File: config.mk
export PLATFORM = sky130hd
export DESIGN_NAME = fifo_burst_reader
export DESIGN_NICKNAME = d
export VERILOG_FILES = /design/src/rtl/fifo_burst_reader_pkg.sv /design/src/rtl/fifo_burst_reader_out_skid_buf.sv /design/src/rtl/fifo_burst_reader.sv
export SDC_FILE = /design/constraint.sdc
export NUM_CORES = 1
export LEC_CHECK = 0
export CORE_UTILIZATION = 45
export CTS_CLUSTER_SIZE = 16
export DETAILED_ROUTE_END_ITERATION = 7
export GPL_ROUTABILITY_DRIVEN = 0
export GPL_TIMING_DRIVEN = 0
export PLACE_DENSITY = 0.67
export SETUP_SLACK_MARGIN = 0.5
export SLEW_MARGIN = 20
export SYNTH_ARGS = -nofsm -noshare
export SYNTH_HDL_FRONTEND = slang
export SYNTH_SLANG_ARGS = --single-unit
File: constraint.sdc
create_clock -name rclk -period 7.84 [get_ports rclk]
set_input_delay 0.784 -clock rclk [delete_from_list [all_inputs] [get_ports rclk]]
set_output_delay 0.784 -clock rclk [all_outputs]
set_load 0.005 [all_outputs]
File: src/rtl/fifo_burst_reader_pkg.sv
// -----------------------------------------------------------------------------
// fifo_burst_reader_pkg
// Shared definitions for the read-side burst consumer of the asynchronous FIFO.
// Contents:
//   state_e          - burst reader FSM states (IDLE, READ, GAP)
//   DEF_*            - default word width, burst length and inter-read delay
//   min1_clog2()     - $clog2 that never returns less than 1 (counter widths)
// -----------------------------------------------------------------------------
package fifo_burst_reader_pkg;

    typedef enum logic [1:0] {
        ST_IDLE = 2'd0,
        ST_READ = 2'd1,
        ST_GAP  = 2'd2
    } state_e;

    localparam int DEF_DATA_WIDTH = 8;
    localparam int DEF_BURST_LEN  = 15;
    localparam int DEF_READ_DELAY = 5;

    // Width needed to hold values 0..v-1, but at least one bit so a counter
    // always exists even when it is never used (e.g. READ_DELAY = 0).
    function automatic int min1_clog2(input int v);
        return (v <= 2) ? 1 : $clog2(v);
    endfunction

endpackage

File: src/rtl/fifo_burst_reader_out_skid_buf.sv
// -----------------------------------------------------------------------------
// out_skid_buf
// Two-entry valid/ready output buffer. Words pushed in are presented in order
// at the head; the head is popped when the consumer accepts it. A push and a
// pop in the same cycle leave the occupancy unchanged.
// Ports:
//   clk_i, rst_ni  - clock, asynchronous active-low reset
//   push_i         - write push_data_i into the tail this cycle
//   push_data_i    - word to store
//   pop_i          - consumer ready; only acts when the buffer holds a word
//   data_o         - head word (0 after reset)
//   valid_o        - buffer holds at least one word
//   count_o        - occupancy, 0..2
// -----------------------------------------------------------------------------
module out_skid_buf
    import fifo_burst_reader_pkg::*;
#(
    parameter int DATA_WIDTH = DEF_DATA_WIDTH
) (
    input  logic                  clk_i,
    input  logic                  rst_ni,
    input  logic                  push_i,
    input  logic [DATA_WIDTH-1:0] push_data_i,
    input  logic                  pop_i,
    output logic [DATA_WIDTH-1:0] data_o,
    output logic                  valid_o,
    output logic [1:0]            count_o
);

    logic [DATA_WIDTH-1:0] mem_q [2];
    logic [DATA_WIDTH-1:0] mem_d [2];
    logic                  rd_ptr_q, rd_ptr_d;
    logic                  wr_ptr_q, wr_ptr_d;
    logic [1:0]            count_q, count_d;
    logic                  do_push, do_pop;

    always_comb begin
        do_pop   = pop_i && (count_q != 2'd0);
        // A full buffer can still take a word when the head leaves this cycle.
        do_push  = push_i && ((count_q != 2'd2) || do_pop);
        mem_d    = mem_q;
        rd_ptr_d = rd_ptr_q;
        wr_ptr_d = wr_ptr_q;
        if (do_push) begin
            mem_d[wr_ptr_q] = push_data_i;
            wr_ptr_d        = ~wr_ptr_q;
        end
        if (do_pop) begin
            rd_ptr_d = ~rd_ptr_q;
        end
        count_d = count_q + {1'b0, do_push} - {1'b0, do_pop};
    end

    always_ff @(posedge clk_i or negedge rst_ni) begin
        if (!rst_ni) begin
            mem_q[0] <= '0;
            mem_q[1] <= '0;
            rd_ptr_q <= 1'b0;
            wr_ptr_q <= 1'b0;
            count_q  <= 2'd0;
        end else begin
            mem_q    <= mem_d;
            rd_ptr_q <= rd_ptr_d;
            wr_ptr_q <= wr_ptr_d;
            count_q  <= count_d;
        end
    end

    assign data_o  = mem_q[rd_ptr_q];
    assign valid_o = (count_q != 2'd0);
    assign count_o = count_q;

endmodule

File: src/rtl/fifo_burst_reader.sv
// -----------------------------------------------------------------------------
// fifo_burst_reader
// Read-domain consumer of the asynchronous FIFO. On enable it issues a burst
// of BURST_LEN reads, separated by READ_DELAY idle cycles, and streams the
// returned words out on a valid/ready interface through a 2-entry buffer.
// A read is only issued when the FIFO is not empty and the returned word is
// guaranteed a buffer slot.
// Ports:
//   rclk, rrst_n  - read clock, asynchronous active-low reset
//   enable        - start a burst (sampled only while idle)
//   rempty        - FIFO empty flag
//   rinc          - FIFO read increment, one pulse per word
//   rdata         - FIFO read data, valid the cycle after rinc
//   m_data        - output stream data
//   m_valid       - output stream valid
//   m_ready       - output stream accept
//   rd_count      - reads issued in the current/last burst
//   burst_done    - one-cycle pulse after the last read of a burst
// -----------------------------------------------------------------------------
module fifo_burst_reader
    import fifo_burst_reader_pkg::*;
#(
    parameter int DATA_WIDTH = DEF_DATA_WIDTH,
    parameter int BURST_LEN  = DEF_BURST_LEN,
    parameter int READ_DELAY = DEF_READ_DELAY
) (
    input  logic                           rclk,
    input  logic                           rrst_n,
    input  logic                           enable,
    input  logic                           rempty,
    output logic                           rinc,
    input  logic [DATA_WIDTH-1:0]          rdata,
    output logic [DATA_WIDTH-1:0]          m_data,
    output logic                           m_valid,
    input  logic                           m_ready,
    output logic [$clog2(BURST_LEN+1)-1:0] rd_count,
    output logic                           burst_done
);

    localparam int CNT_W = $clog2(BURST_LEN + 1);
    localparam int GAP_W = min1_clog2(READ_DELAY + 1);
    localparam logic [CNT_W-1:0] LAST_CNT = CNT_W'(BURST_LEN - 1);
    localparam logic [GAP_W-1:0] GAP_LAST = GAP_W'((READ_DELAY > 0) ? READ_DELAY - 1 : 0);

    state_e             state_q, state_d;
    logic [CNT_W-1:0]   cnt_q, cnt_d;
    logic [GAP_W-1:0]   gap_q, gap_d;
    logic               inflight_q, inflight_d;
    logic               done_q, done_d;

    logic [1:0]         buf_count;
    logic               pop;
    logic [2:0]         pending;
    logic               room;
    logic               issue;

    out_skid_buf #(
        .DATA_WIDTH (DATA_WIDTH)
    ) u_out_buf (
        .clk_i       (rclk),
        .rst_ni      (rrst_n),
        .push_i      (inflight_q),
        .push_data_i (rdata),
        .pop_i       (m_ready),
        .data_o      (m_data),
        .valid_o     (m_valid),
        .count_o     (buf_count)
    );

    // Words already owed to the buffer after this cycle's pop. Counting the
    // pop lets back-to-back reads sustain a continuous stream while the
    // consumer keeps up, without ever exceeding two held words.
    assign pop     = m_valid && m_ready;
    assign pending = {1'b0, buf_count} + {2'b0, inflight_q} - {2'b0, pop};
    assign room    = (pending < 3'd2);

    // State register
    always_ff @(posedge rclk or negedge rrst_n) begin
        if (!rrst_n) begin
            state_q    <= ST_IDLE;
            cnt_q      <= '0;
            gap_q      <= '0;
            inflight_q <= 1'b0;
            done_q     <= 1'b0;
        end else begin
            state_q    <= state_d;
            cnt_q      <= cnt_d;
            gap_q      <= gap_d;
            inflight_q <= inflight_d;
            done_q     <= done_d;
        end
    end

    // Next-state logic
    always_comb begin
        state_d    = state_q;
        cnt_d      = cnt_q;
        gap_d      = gap_q;
        done_d     = 1'b0;
        inflight_d = issue;
        unique case (state_q)
            ST_IDLE: begin
                if (enable) begin
                    state_d = ST_READ;
                    cnt_d   = '0;
                end
            end
            ST_READ: begin
                if (issue) begin
                    cnt_d = cnt_q + CNT_W'(1);
                    if (cnt_q == LAST_CNT) begin
                        state_d = ST_IDLE;
                        done_d  = 1'b1;
                    end else if (READ_DELAY > 0) begin
                        state_d = ST_GAP;
                        gap_d   = '0;
                    end
                end
            end
            ST_GAP: begin
                // GAP lasts READ_DELAY cycles, giving READ_DELAY+1 between reads.
                if (gap_q == GAP_LAST) begin
                    state_d = ST_READ;
                end else begin
                    gap_d = gap_q + GAP_W'(1);
                end
            end
            default: state_d = ST_IDLE;
        endcase
    end

    // Output logic
    always_comb begin
        issue      = (state_q == ST_READ) && !rempty && room;
        rinc       = issue;
        rd_count   = cnt_q;
        burst_done = done_q;
    end

endmodule

==> results.txt <==
Post-Synthesis Cell Area: 1550 um^2
Slew Limit Fails: 0
die width: 60.7 um
number of global-route vias before repair: 1065
Initial Utilization: 49.1%
Skew-Pair Late Insertion Delay: 0.33 ns
DR vias: 1071
grt ovf: 0
final core utilization: 61.5%
Post-Syn Nets: 141
Yosys cell types: 34
vias per cell: 5.38
CTS tree: built
initial DRC count: 29
yosys warns: 0
crit-path leading delay family: buffers and inverters
flip-flop and latch count after synthesis: 31
peak supply drop: 0.000196 V
nets: 175
type of origin of the critical path: input pin
Least-Margin Pin Slew: 0.679 ns
min Tclk post-route: 4.31 ns
CTS root buffer: clkbuf_4
final hold vios: 0
Max-Slew Margin vs Limit: 54.7%
H-Tree Depth: 2
register area: 776 um^2
post-cts gate resize count: 0
synthesized area per cell: 12.9 um^2
Bufs on Longest Clock Path: 2
worst-path cell chain: clkdlybuf4s50_1 -> and2_1 -> ha_1 -> inv_1 -> nand2_1 -> fa_1 -> and4bb_2 -> nand2_1 -> inv_1 -> clkdlybuf4s50_1
core box area: 3150 um^2
layout cell share with drive strength beyond 1: 25.2%
Crit. End Element: primary output
WP data arrival: 3.52 ns
RR Startpoint: u_out_buf.count_o[1]$_DFF_PN0_
share of the yosys chip area belonging to registers: 50.1%
Req. time, crit path: 7.06 ns
Filler cells: 275
IO Port Bufs: 27
Crit Path Category: input pin to primary output
# hold bufs at CTS: 0
total track usage: 18.7%
post-layout instance area: 1940 um^2
Final Skew: 0.00781 ns
Worst Path Max Fanout: 7
final count of negative-setup-slack endpoints: 0
post-route setup TNS: 0 ns
Worst Hold Class: input pin to asynchronous set/reset pin
Worst setup startpoint: m_ready
Fmax: 232 MHz
RSZ-0062 raised after global routing: no
io pins: 28
Final ANT Viol Nets: 0
drt pass-1 iters: 4
area delta synth->final: 25.1%
Rows: 20
Leak: 0.000825 uW
largest net degree at the start of global routing: 32
drt drc: 0
Die Y: 60.7 um
Post-DP Area: 1870 um^2
drt wl/cell: 14.5 um
TritonCTS buffer count: 5
DP HPWL: 2070 um
P per Cell Area: 376 nW/um^2
Buf/Inv on CP: 4
die area: 3680 um^2
slowest CP cell: clkdlybuf4s50_1
Sink Count: 31
synthesized instance count: 120
Cells after DPL: 191
clk slew on worst S/H paths: 0.10 ns
outcome: finished clean
hold_ws: 0.482 ns
multi-input logic area: 721 um^2
max incr delay on CP: 0.55 ns
n_diodes: 0
crit share post-route: 54.9%
Final Non-Filler Cells: 199
Post-CTS Setup Inserts: 0
antenna violations before repair: 0
first-pass GRT wire length: 4820 um
WL final: 2890 um
Max Cap Viol: 0
-- stage by stage --
step	setup WS, ns	total power (uW)
floorplan	4.73	492
global placement	3.59	611
detailed placement	3.52	628
CTS	3.51	737
global route	3.41	789
finish	3.53	730
-- cell usage in the layout (no fill, tap or decap), types with 2 or more instances in the layout --
cell type,count
nor2b_1,2
nor2_1,2
inv_1,9
dfrtp_1,31
o211ai_1,4
a21oi_1,3
xor2_1,5
and2_1,2
clkbuf_1,2
clkdlybuf4s50_1,26
ha_1,7
nand2_1,3
nand3_1,2
o21ai_0,5
clkbuf_4,5
mux2_2,24
clkbuf_8,2
-- where the power goes --
part	switching, uW	internal [uW]	leakage, uW
clock network	53.6	52.7	0.0000386
logic	145	198	0.000404
registers	51.0	230	0.000382
-- worst paths after layout --
check	end	slack (ns)	depth (start not counted)
min	rd_count[2]$_DFFE_PN0P_	0.48	1
max reg2reg	gap_q[1]$_DFFE_PN0P_	4.96	10
max in group asynchronous	u_out_buf.mem_q[7]$_DFFE_PN0P_	6.92	1
min reg2reg	u_out_buf.mem_q[0]$_DFFE_PN0P_	0.51	1
max	rinc	3.53	10
min in group rclk	u_out_buf.mem_q[0]$_DFFE_PN0P_	0.51	1
-- routing by layer --
layer | GRT usage (%) | part of all wire, %
met5 | 0 | 0
met4 | 10.7 | 1.6
met3 | 4.69 | 5.5
met2 | 32.0 | 50
met1 | 21.4 | 43
-- area by class of cell --
cell class / count / share of cell area [%]
buffer: 2 / 0.775
clock buffer: 8 / 3.55
inverter: 10 / 1.94
multi-input combinational: 77 / 37.2
sequential: 31 / 40.0
tap: 44 / 2.84
timing repair buffer: 27 / 13.7
-- cell usage after synthesis --
library cell | number | area (um^2)
o311ai_4 | 1 | 26.3
and2_1 | 2 | 12.5
and4bb_2 | 1 | 12.5
or3b_2 | 1 | 8.76
inv_1 | 9 | 33.8
nand3_1 | 2 | 10.0
o211ai_1 | 4 | 30.0
nand4_1 | 1 | 6.26
a22o_1 | 1 | 8.76
xnor2_1 | 1 | 8.76
a211oi_4 | 1 | 20.0
or2_2 | 1 | 6.26
o21ai_0 | 5 | 25.0
a221oi_1 | 1 | 8.76
a31oi_1 | 1 | 6.26
xor2_1 | 5 | 43.8
fa_1 | 1 | 20.0
and3_1 | 1 | 6.26
o2bb2ai_1 | 1 | 8.76
ha_1 | 7 | 87.6
buf_6 | 1 | 11.3
nor2b_1 | 2 | 12.5
a311oi_1 | 1 | 8.76
clkbuf_1 | 1 | 3.75
inv_2 | 1 | 3.75
and4_1 | 1 | 8.76
nor2_1 | 2 | 7.51
nand4bb_1 | 1 | 11.3
a21oi_1 | 3 | 15.0
nand2_1 | 3 | 11.3
dfrtp_1 | 31 | 776
o311ai_0 | 1 | 8.76
a311o_1 | 1 | 10.0
mux2_2 | 24 | 270
-- sequential cells by signal (all words and copies together), names as in the netlist --
name and count:
gap_q 3, rd_count 4, u_out_buf.count_o 2, state_q 2
u_out_buf.rd_ptr_q 1, inflight_q 1, burst_done 1, u_out_buf.mem_q 16
u_out_buf.wr_ptr_q 1
-- kinds of logic after synthesis --
logic type	Yosys count	synth area share, %
buffers and inverters	12	3.39
muxes	24	17.4
and+or+nand+nor	18	7.35
DFF	31	50.1
adders and majority gates	8	6.95
xor gates and xnor gates	6	3.39
AOI/OAI and AO/OA	21	11.4
Power figures use the tool's default switching activity.
